[src/rtl/countdown_timer.sv]
// Settable hh:mm:ss BCD countdown timer with start/pause control and
// expiry reporting. All outputs come straight from registers.
module countdown_timer #(
    parameter int TICK_DIV = 50000000,
    parameter int CNT_W    = 26
) (
    input  logic        clk,
    input  logic        rst,
    input  logic        load,
    input  logic [23:0] load_val,
    input  logic        start,
    input  logic        pause,
    output logic [23:0] out,
    output logic        running,
    output logic        done,
    output logic        expired,
    output logic        load_err
);

    typedef enum logic [1:0] {IDLE, RUN, PAUSE, DONE} state_t;

    localparam logic [CNT_W-1:0] PRESC_MAX = CNT_W'(TICK_DIV - 1);

    state_t           state_reg, state_next;
    logic [CNT_W-1:0] presc_reg, presc_next;
    logic [23:0]      out_reg, out_next;
    logic             running_reg, running_next;
    logic             done_reg, done_next;
    logic             expired_reg, expired_next;
    logic             load_err_reg, load_err_next;

    logic [5:0]       digit_ok;
    logic             load_ok;
    logic [5:0]       borrow;
    logic [23:0]      dec_val;
    logic             expiring;

    // Per-digit BCD range check and one-second decrement with borrow ripple.
    // Odd digits below the hours (sec tens, min tens) wrap to 5, the rest to 9.
    assign borrow[0] = 1'b1;
    genvar gi;
    generate
        for (gi = 0; gi < 6; gi++) begin : g_digit
            localparam logic [3:0] LIM = (gi == 1 || gi == 3) ? 4'd5 : 4'd9;
            logic [3:0] d;
            logic       zero;
            assign d        = out_reg[gi*4 +: 4];
            assign zero     = (d == 4'd0);
            assign digit_ok[gi] = (load_val[gi*4 +: 4] <= 4'd9);
            assign dec_val[gi*4 +: 4] = borrow[gi] ? (zero ? LIM : d - 4'd1) : d;
            if (gi < 5) begin : g_borrow
                assign borrow[gi+1] = borrow[gi] & zero;
            end
        end
    endgenerate

    // Hours must stay at or below 23; tens fields of minutes and seconds at or below 5.
    assign load_ok = (&digit_ok)
                  && (load_val[15:12] <= 4'd5)
                  && (load_val[7:4]   <= 4'd5)
                  && ((load_val[23:20] < 4'd2) ||
                      ((load_val[23:20] == 4'd2) && (load_val[19:16] <= 4'd3)));

    // Next-state: counting first, then commands by priority load > expiry > pause > start.
    always_comb begin
        state_next    = state_reg;
        out_next      = out_reg;
        presc_next    = presc_reg;
        expired_next  = expired_reg;
        done_next     = 1'b0;
        load_err_next = 1'b0;
        expiring      = 1'b0;

        if (state_reg == RUN) begin
            if (presc_reg == PRESC_MAX) begin
                presc_next = '0;
                out_next   = dec_val;
                expiring   = (dec_val == 24'h000000);
            end else begin
                presc_next = presc_reg + 1'b1;
            end
        end

        if (load) begin
            if (load_ok) begin
                out_next     = load_val;
                presc_next   = '0;
                state_next   = IDLE;
                expired_next = 1'b0;
            end else begin
                // A rejected load freezes the timer for this cycle.
                out_next      = out_reg;
                presc_next    = presc_reg;
                load_err_next = 1'b1;
            end
        end else if (expiring) begin
            state_next   = DONE;
            done_next    = 1'b1;
            expired_next = 1'b1;
        end else if (pause && state_reg == RUN) begin
            // The prescaler keeps its advanced value so the partial second survives.
            state_next = PAUSE;
        end else if (start) begin
            if (state_reg == IDLE && out_reg != 24'h000000) begin
                state_next = RUN;
                presc_next = '0;
            end else if (state_reg == PAUSE) begin
                state_next = RUN;
            end
        end

        running_next = (state_next == RUN);
    end

    // State and output registers with synchronous active-low reset.
    always_ff @(posedge clk) begin
        if (!rst) begin
            state_reg    <= IDLE;
            presc_reg    <= '0;
            out_reg      <= '0;
            running_reg  <= 1'b0;
            done_reg     <= 1'b0;
            expired_reg  <= 1'b0;
            load_err_reg <= 1'b0;
        end else begin
            state_reg    <= state_next;
            presc_reg    <= presc_next;
            out_reg      <= out_next;
            running_reg  <= running_next;
            done_reg     <= done_next;
            expired_reg  <= expired_next;
            load_err_reg <= load_err_next;
        end
    end

    assign out      = out_reg;
    assign running  = running_reg;
    assign done     = done_reg;
    assign expired  = expired_reg;
    assign load_err = load_err_reg;

endmodule

[config.mk]
export PLATFORM = sky130hd
export DESIGN_NAME = countdown_timer
export DESIGN_NICKNAME = d
export VERILOG_FILES = /design/src/rtl/countdown_timer.sv
export SDC_FILE = /design/constraint.sdc
export NUM_CORES = 1
export LEC_CHECK = 0
export BUFFER_PORTS_ARGS = -buffer_cell sky130_fd_sc_hd__buf_2
export CAP_MARGIN = 20
export CELL_PAD_IN_SITES_DETAIL_PLACEMENT = 1
export CELL_PAD_IN_SITES_GLOBAL_PLACEMENT = 1
export CORE_MARGIN = 3
export CORE_UTILIZATION = 44
export CTS_CLUSTER_DIAMETER = 40
export DETAILED_ROUTE_END_ITERATION = 10
export PLACE_DENSITY_LB_ADDON = 0.1
export SLEW_MARGIN = 20
export SYNTH_ARGS = -nofsm -noshare
export SYNTH_HDL_FRONTEND = slang
export SYNTH_SLANG_ARGS = --single-unit
[constraint.sdc]
create_clock -name clk -period 5.36 [get_ports clk]
set_clock_uncertainty 0.15 [all_clocks]
set_input_delay 0.536 -clock clk [delete_from_list [all_inputs] [get_ports clk]]
set_output_delay 0.536 -clock clk [all_outputs]
set_load 0.01 [all_outputs]
=== After elaboration in Yosys (flattened, before gate mapping) ===
Index checks and enable logic that the tools add are counted.

* Logic and storage cells: 96
* Bits of input ports: 29
* Output and inout bits: 28
* Register bits after elaboration: 56

* Reduce and logical (&&, ||, !) cells: 24
* $lt $le $gt $ge: 10
* Add/sub/neg operators: 7
* Muxes and demuxes: 37
* Bitwise gates (word level): 5
* Eq/ne operators: 6

{| class="wikitable"
|+ Operators with widths
! cell !! number
|-
| 26-bit 2-to-1 mux || 8
|-
| 24-bit 2-to-1 mux || 4
|-
| 4-bit 2-to-1 mux || 11
|-
| 26-bit by 1-bit adder with 26-bit output (second input constant) || 1
|-
| 26-bit equality test (second input constant) || 1
|-
| 4-bit <= comparator (second input constant) || 6
|-
| 24-bit zero test || 1
|-
| 4-bit zero test || 6
|-
| 24-bit nonzero test || 1
|-
| 4-bit by 1-bit subtractor with 4-bit output (second input constant) || 6
|-
| 2-bit 2-to-1 mux || 7
|-
| 4-bit by 3-bit <= comparator with 1-bit output (second input constant) || 2
|-
| 1-bit 2-to-1 mux || 7
|-
| 1-bit logical AND || 6
|-
| 6-bit AND reduction || 1
|-
| 2-bit nonzero test || 3
|-
| 1-bit AND || 4
|-
| 2-bit by 1-bit equality test with 1-bit output (second input constant) || 2
|-
| 4-bit by 2-bit equality test with 1-bit output (second input constant) || 1
|-
| 4-bit by 2-bit <= comparator with 1-bit output (second input constant) || 1
|-
| 4-bit by 2-bit < comparator with 1-bit output (second input constant) || 1
|-
| 2-bit AND reduction || 2
|-
| 3-bit AND reduction || 1
|-
| 2-bit equality test (second input constant) || 1
|-
| 5 further kinds || 5
|}

=== Depth between registers and ports, before layout ===
* Word-level depth: 12
* Mapped depth: 11
* Depth with buffers taken out: 7

=== Worst setup path after synthesis ===
OpenSTA, ideal clock, no wires.

* Path kind: reg-to-reg
* Start: register out_reg[0] (netlist: out[0])
* End: register out_reg[19] (netlist: out[19])
* Clock period less this slack: 2.816 ns
* Required time: 5.144 ns
* Setup slack: 2.544 ns
* Library setup time: 0.066 ns
* Stages on the path, launching flop included: 10
* Path buffers: 3
* Data arrival time: 2.601 ns
* Cell sequence: dfxtp_1 > buf_6 > or4_1 > clkbuf_2 > or2_1 > or3_1 > buf_2 > or4b_4 > a2bb2oi_1 > a21boi_2

* Longest elaborated chain between the ends: 8

{| class="wikitable"
|+ Ends and longest elaborated chain
! item !! RTL line !! RTL
|-
| from (decl) || 26 || <nowiki>logic [23:0] out_reg, out_next;</nowiki>
|-
| from (signal assigned) || 128 || <nowiki>out_reg <= out_next;</nowiki>
|-
| 4-bit zero test || 48 || <nowiki>assign zero = (d == 4'd0);</nowiki>
|-
| 1-bit AND (3 in a row) || 52 || <nowiki>assign borrow[gi+1] = borrow[gi] & zero;</nowiki>
|-
| 4-bit 2-to-1 mux || 50 || <nowiki>assign dec_val[gi*4 +: 4] = borrow[gi] ? (zero ? LIM : d - 4'd1) : d;</nowiki>
|-
| 24-bit 2-to-1 mux || 75 || <nowiki>if (presc_reg == PRESC_MAX) begin</nowiki>
|-
| 24-bit 2-to-1 mux || 74 || <nowiki>if (state_reg == RUN) begin</nowiki>
|-
| 24-bit 2-to-1 mux || 84 || <nowiki>if (load) begin</nowiki>
|}

No other way between the ends. The select of a mux whose other input is x is not followed.
A chain may end at the register's enable or synchronous reset.

=== Worst setup path after layout ===
* Start: input load
* End: register out_reg[11] (netlist: out[11])

* Longest elaborated chain between the ends: 2
* Elaborated cells between the ends (all ways): 5
* Classes of those cells: eq/ne (1); mux (1); reduce/logical (3)

{| class="wikitable"
|+ Ends and longest elaborated chain
! item !! RTL line !! RTL
|-
| from (decl) || 9 || <nowiki>input logic load,</nowiki>
|-
| 2-bit by 1-bit inequality test with 1-bit output (no source line) / 2-bit nonzero test (equally long branches) || n/a ||
|-
| 3-bit AND reduction (no source line) || n/a ||
|}

Parallel ways exist; a longest one is shown, timed or not.

==> flow_summary_export.csv <==
group,metric,value,unit
run_status,outcome,"complete, no violations",
worst_setup_path,cp_max_fo,41,
logic_synthesis,seq_area_frac_synth,33.9,%
logic_synthesis,syn_inst,442,
logic_synthesis,yosysUniqueCellTypes,61,
floorplanning,die_area,0.00860,mm²
cts,htreeDepth,2,
place,dpl.hpwl,7390,µm
logic_synthesis,syn-num-nets,472,
floorplanning,coreArea,0.00706,mm²
worst_setup_path,rrSetupSlack,2.14,ns
run,maxCapViolCount,0,
finish,postLayoutCellArea,0.00373,mm²
logic_synthesis,yosysTopAreaCell,"dfxtp_1",
cts,tritoncts,"yes",
sta,slew_violations,0,
hold_path,hold_start,"expired",
detailed_routing,antenna_left,0,
detailed_routing,drt-total-wl,10300,µm
logic_synthesis,ys_async_sr_fraction,0,%
grt,antenna_found_initial,0,
worst_setup_path,setup.worst_path.end_class,"flip-flop",
logic_synthesis,synth_ff_type,"dfxtp_1",
detailed_routing,avgRoutedWirePerCell,17.8,µm
grt,grt_pass1_wl,17000,µm
detailed_routing,drc,0,
logic_synthesis,synth_area_leaders,"dfxtp_1 34%, nand2_1 7.3%, o21ai_0 5.1%",
sta,tns,0,ns
sta,max-slew-margin-rel,47.7,%
worst_setup_path,r2r_cells,6,
sta,fin_crit,3.62,ns
cts,clk_path_buf_depth,2,
worst_setup_path,cp.required,5.43,ns
place,numPortBuffers,56,
place,place_congestion,0.863,
cts,cts.sinks,56,
floorplanning,num_rows,30,
floorplanning,initial_core_util,46.9,%
finish,syn_to_final_growth,12.8,%
cts,cts_root_buffer,"clkbuf_8",
finish,fill_cells,940,
sta,worst_pin_slew,0.779,ns
worst_setup_path,r2r_end,"done",
power,power.density,210,mW/mm²
grt,overflow,0,
grt,grt_pass1_vias,3483,
logic_synthesis,synth_top_area_share,33.9,%
detailed_routing,drt_iter0_drc,154,
cts,clkTransAtPathRegs,0.10,ns
sta,period_share,67.5,%
floorplanning,fp.dieW,92.7,µm
worst_setup_path,r2r_start,"out[0]",
cts,post-cts-setup-buffers,0,
worst_setup_path,startpoint,"load",
floorplanning,die_height,92.7,µm
cts,clk_latency,0.32,ns
sta,final-hold-violation-count,0,
detailed_routing,first_pass_iters,5,
hold_path,min_path_type,"flip-flop to flip-flop",
finish,drive_gt1_share,16.8,%
logic_synthesis,netlist_area,0.00331,mm²
cts,cts_hold_buf,0,
cts,cts_buffers,5,
detailed_routing,viasPerCell,6.26,
logic_synthesis,synth-edff-count,0,
finish,largest_reg_flops,26,
logic_synthesis,synth_warnings,0,
sta,fmax,276,MHz
finish,n_antenna_cell,0,
logic_synthesis,ys_ff_latch,56,
finish,multi_input_area,0.00203,mm²
sta,setup_viol_count_final,0,
cts,cts.repair.resized,0,
worst_setup_path,start_kind,"input pin",
floorplanning,ios,57,
logic_synthesis,avgSynthCellArea,7.49,µm²
detailed_routing,via_count,3619,
sta,holdWs,0.350,ns
grt,grt_max_degree,42,
grt,grtUsageTotal,23.9,%
place,placed_area,0.00361,mm²
power,finalPower,783,µW
worst_setup_path,endpoint,"out[11]",
sta,rsz0062_at_grt,"no",
power,p_leak,1.45,nW
finish,fin_nets,511,
finish,seq_area,0.00112,mm²
worst_setup_path,critPathKind,"input pin to flip-flop",
worst_setup_path,worstPathArrival,3.69,ns
power,ir_drop,0.000160,V
==> placed cells by master (no fill, tap or decap), drive strengths merged, types with 4 or more instances in the layout <==
cell type / Yosys / layout
o31ai: 6 / 6
a21boi: 7 / 7
o21a: 6 / 6
inv: 10 / 10
nand3: 20 / 20
nor4b: 5 / 5
buf: 8 / 58
nand4: 13 / 13
o211ai: 5 / 5
nand2b: 9 / 9
nand2: 64 / 64
or4: 8 / 8
a31oi: 17 / 17
or3: 8 / 8
nor3: 19 / 19
a31o: 5 / 5
dfxtp: 56 / 56
o21ai: 35 / 35
and4: 4 / 4
and3: 5 / 5
a21oi: 23 / 23
mux2: 4 / 4
clkbuf: 18 / 6
nor2: 28 / 28
nor4: 12 / 12
==> through the flow <==
stage / cells / setup WS (ns) / util, %
3_3_place_gp: 570 / 1.62 / 51.2
2_1_floorplan: 442 / 2.54 / -
6_report: 578 / 1.74 / 52.9
5_1_grt: 578 / 1.43 / 52.9
4_1_cts: 578 / 1.81 / 52.9
3_5_place_dp: 570 / 1.48 / 51.2
==> metal layers <==
| metal | routed length [µm] | GRT usage [%] | part of all wire [%] | up-vias |
|---|---|---|---|---|
| met2 | 4620 | 37.3 | 45 | 100 |
| met4 | 93 | 5.49 | 0.91 | 0 |
| met5 | 0 | 0 | 0 | - |
| li1 | - | - | - | 1743 |
| met3 | 716 | 4.63 | 7.0 | 8 |
| met1 | 4830 | 34.2 | 47 | 1768 |
==> synthesized netlist by cell type (8+ instances only) <==
master / n
dfxtp_1: 56
nor3_1: 18
or3_1: 8
nor2_1: 28
or4_1: 8
a31oi_1: 17
nand2b_1: 9
nand3_1: 20
inv_1: 10
a21oi_1: 23
nand4_1: 13
nor4_1: 12
nand2_1: 64
clkbuf_1: 17
o21ai_0: 34
==> where the power goes <==
| part | switching, mW | internal [mW] |
|---|---|---|
| clock network | 0.148 | 0.153 |
| registers | 0.00165 | 0.417 |
| logic | 0.0409 | 0.0220 |
==> worst max-delay path, cell delays in order <==
cell      delay (ns)
buf_2           0.57
clkinv_1        0.69
nor3_1          0.76
nand2b_1        0.63
o21ai_0         0.20
a31o_2          0.28
==> worst min path at each step <==
stage | cells after the start | end | slack (ns)
after floorplan | 1 | presc_reg[21] | 0.30
final | 1 | expired | 0.35
after global routing | 3 | out[21] | 0.36
after detailed placement | 1 | expired | 0.33
after CTS | 3 | out[21] | 0.35
after global placement | 1 | expired | 0.32
==> cell type report <==
class / count / share of cell area, %
Timing Repair Buffer: 58 / 7.91
Inverter: 11 / 1.11
Multi-Input combinational cell: 349 / 54.5
Clock buffer: 6 / 2.21
Clock inverter: 2 / 1.04
Sequential cell: 56 / 30.0
Tap cell: 96 / 3.22
==> kinds of logic after synthesis <==
logic type,Yosys count,share of synthesized area (%)
compound gates,132,26.1
fa+ha+maj,1,0.378
buf+inv,37,4.73
flops,56,33.9
mux,4,1.36
simple gates,212,33.6
No activity file was read; power rests on OpenSTA's default activity.
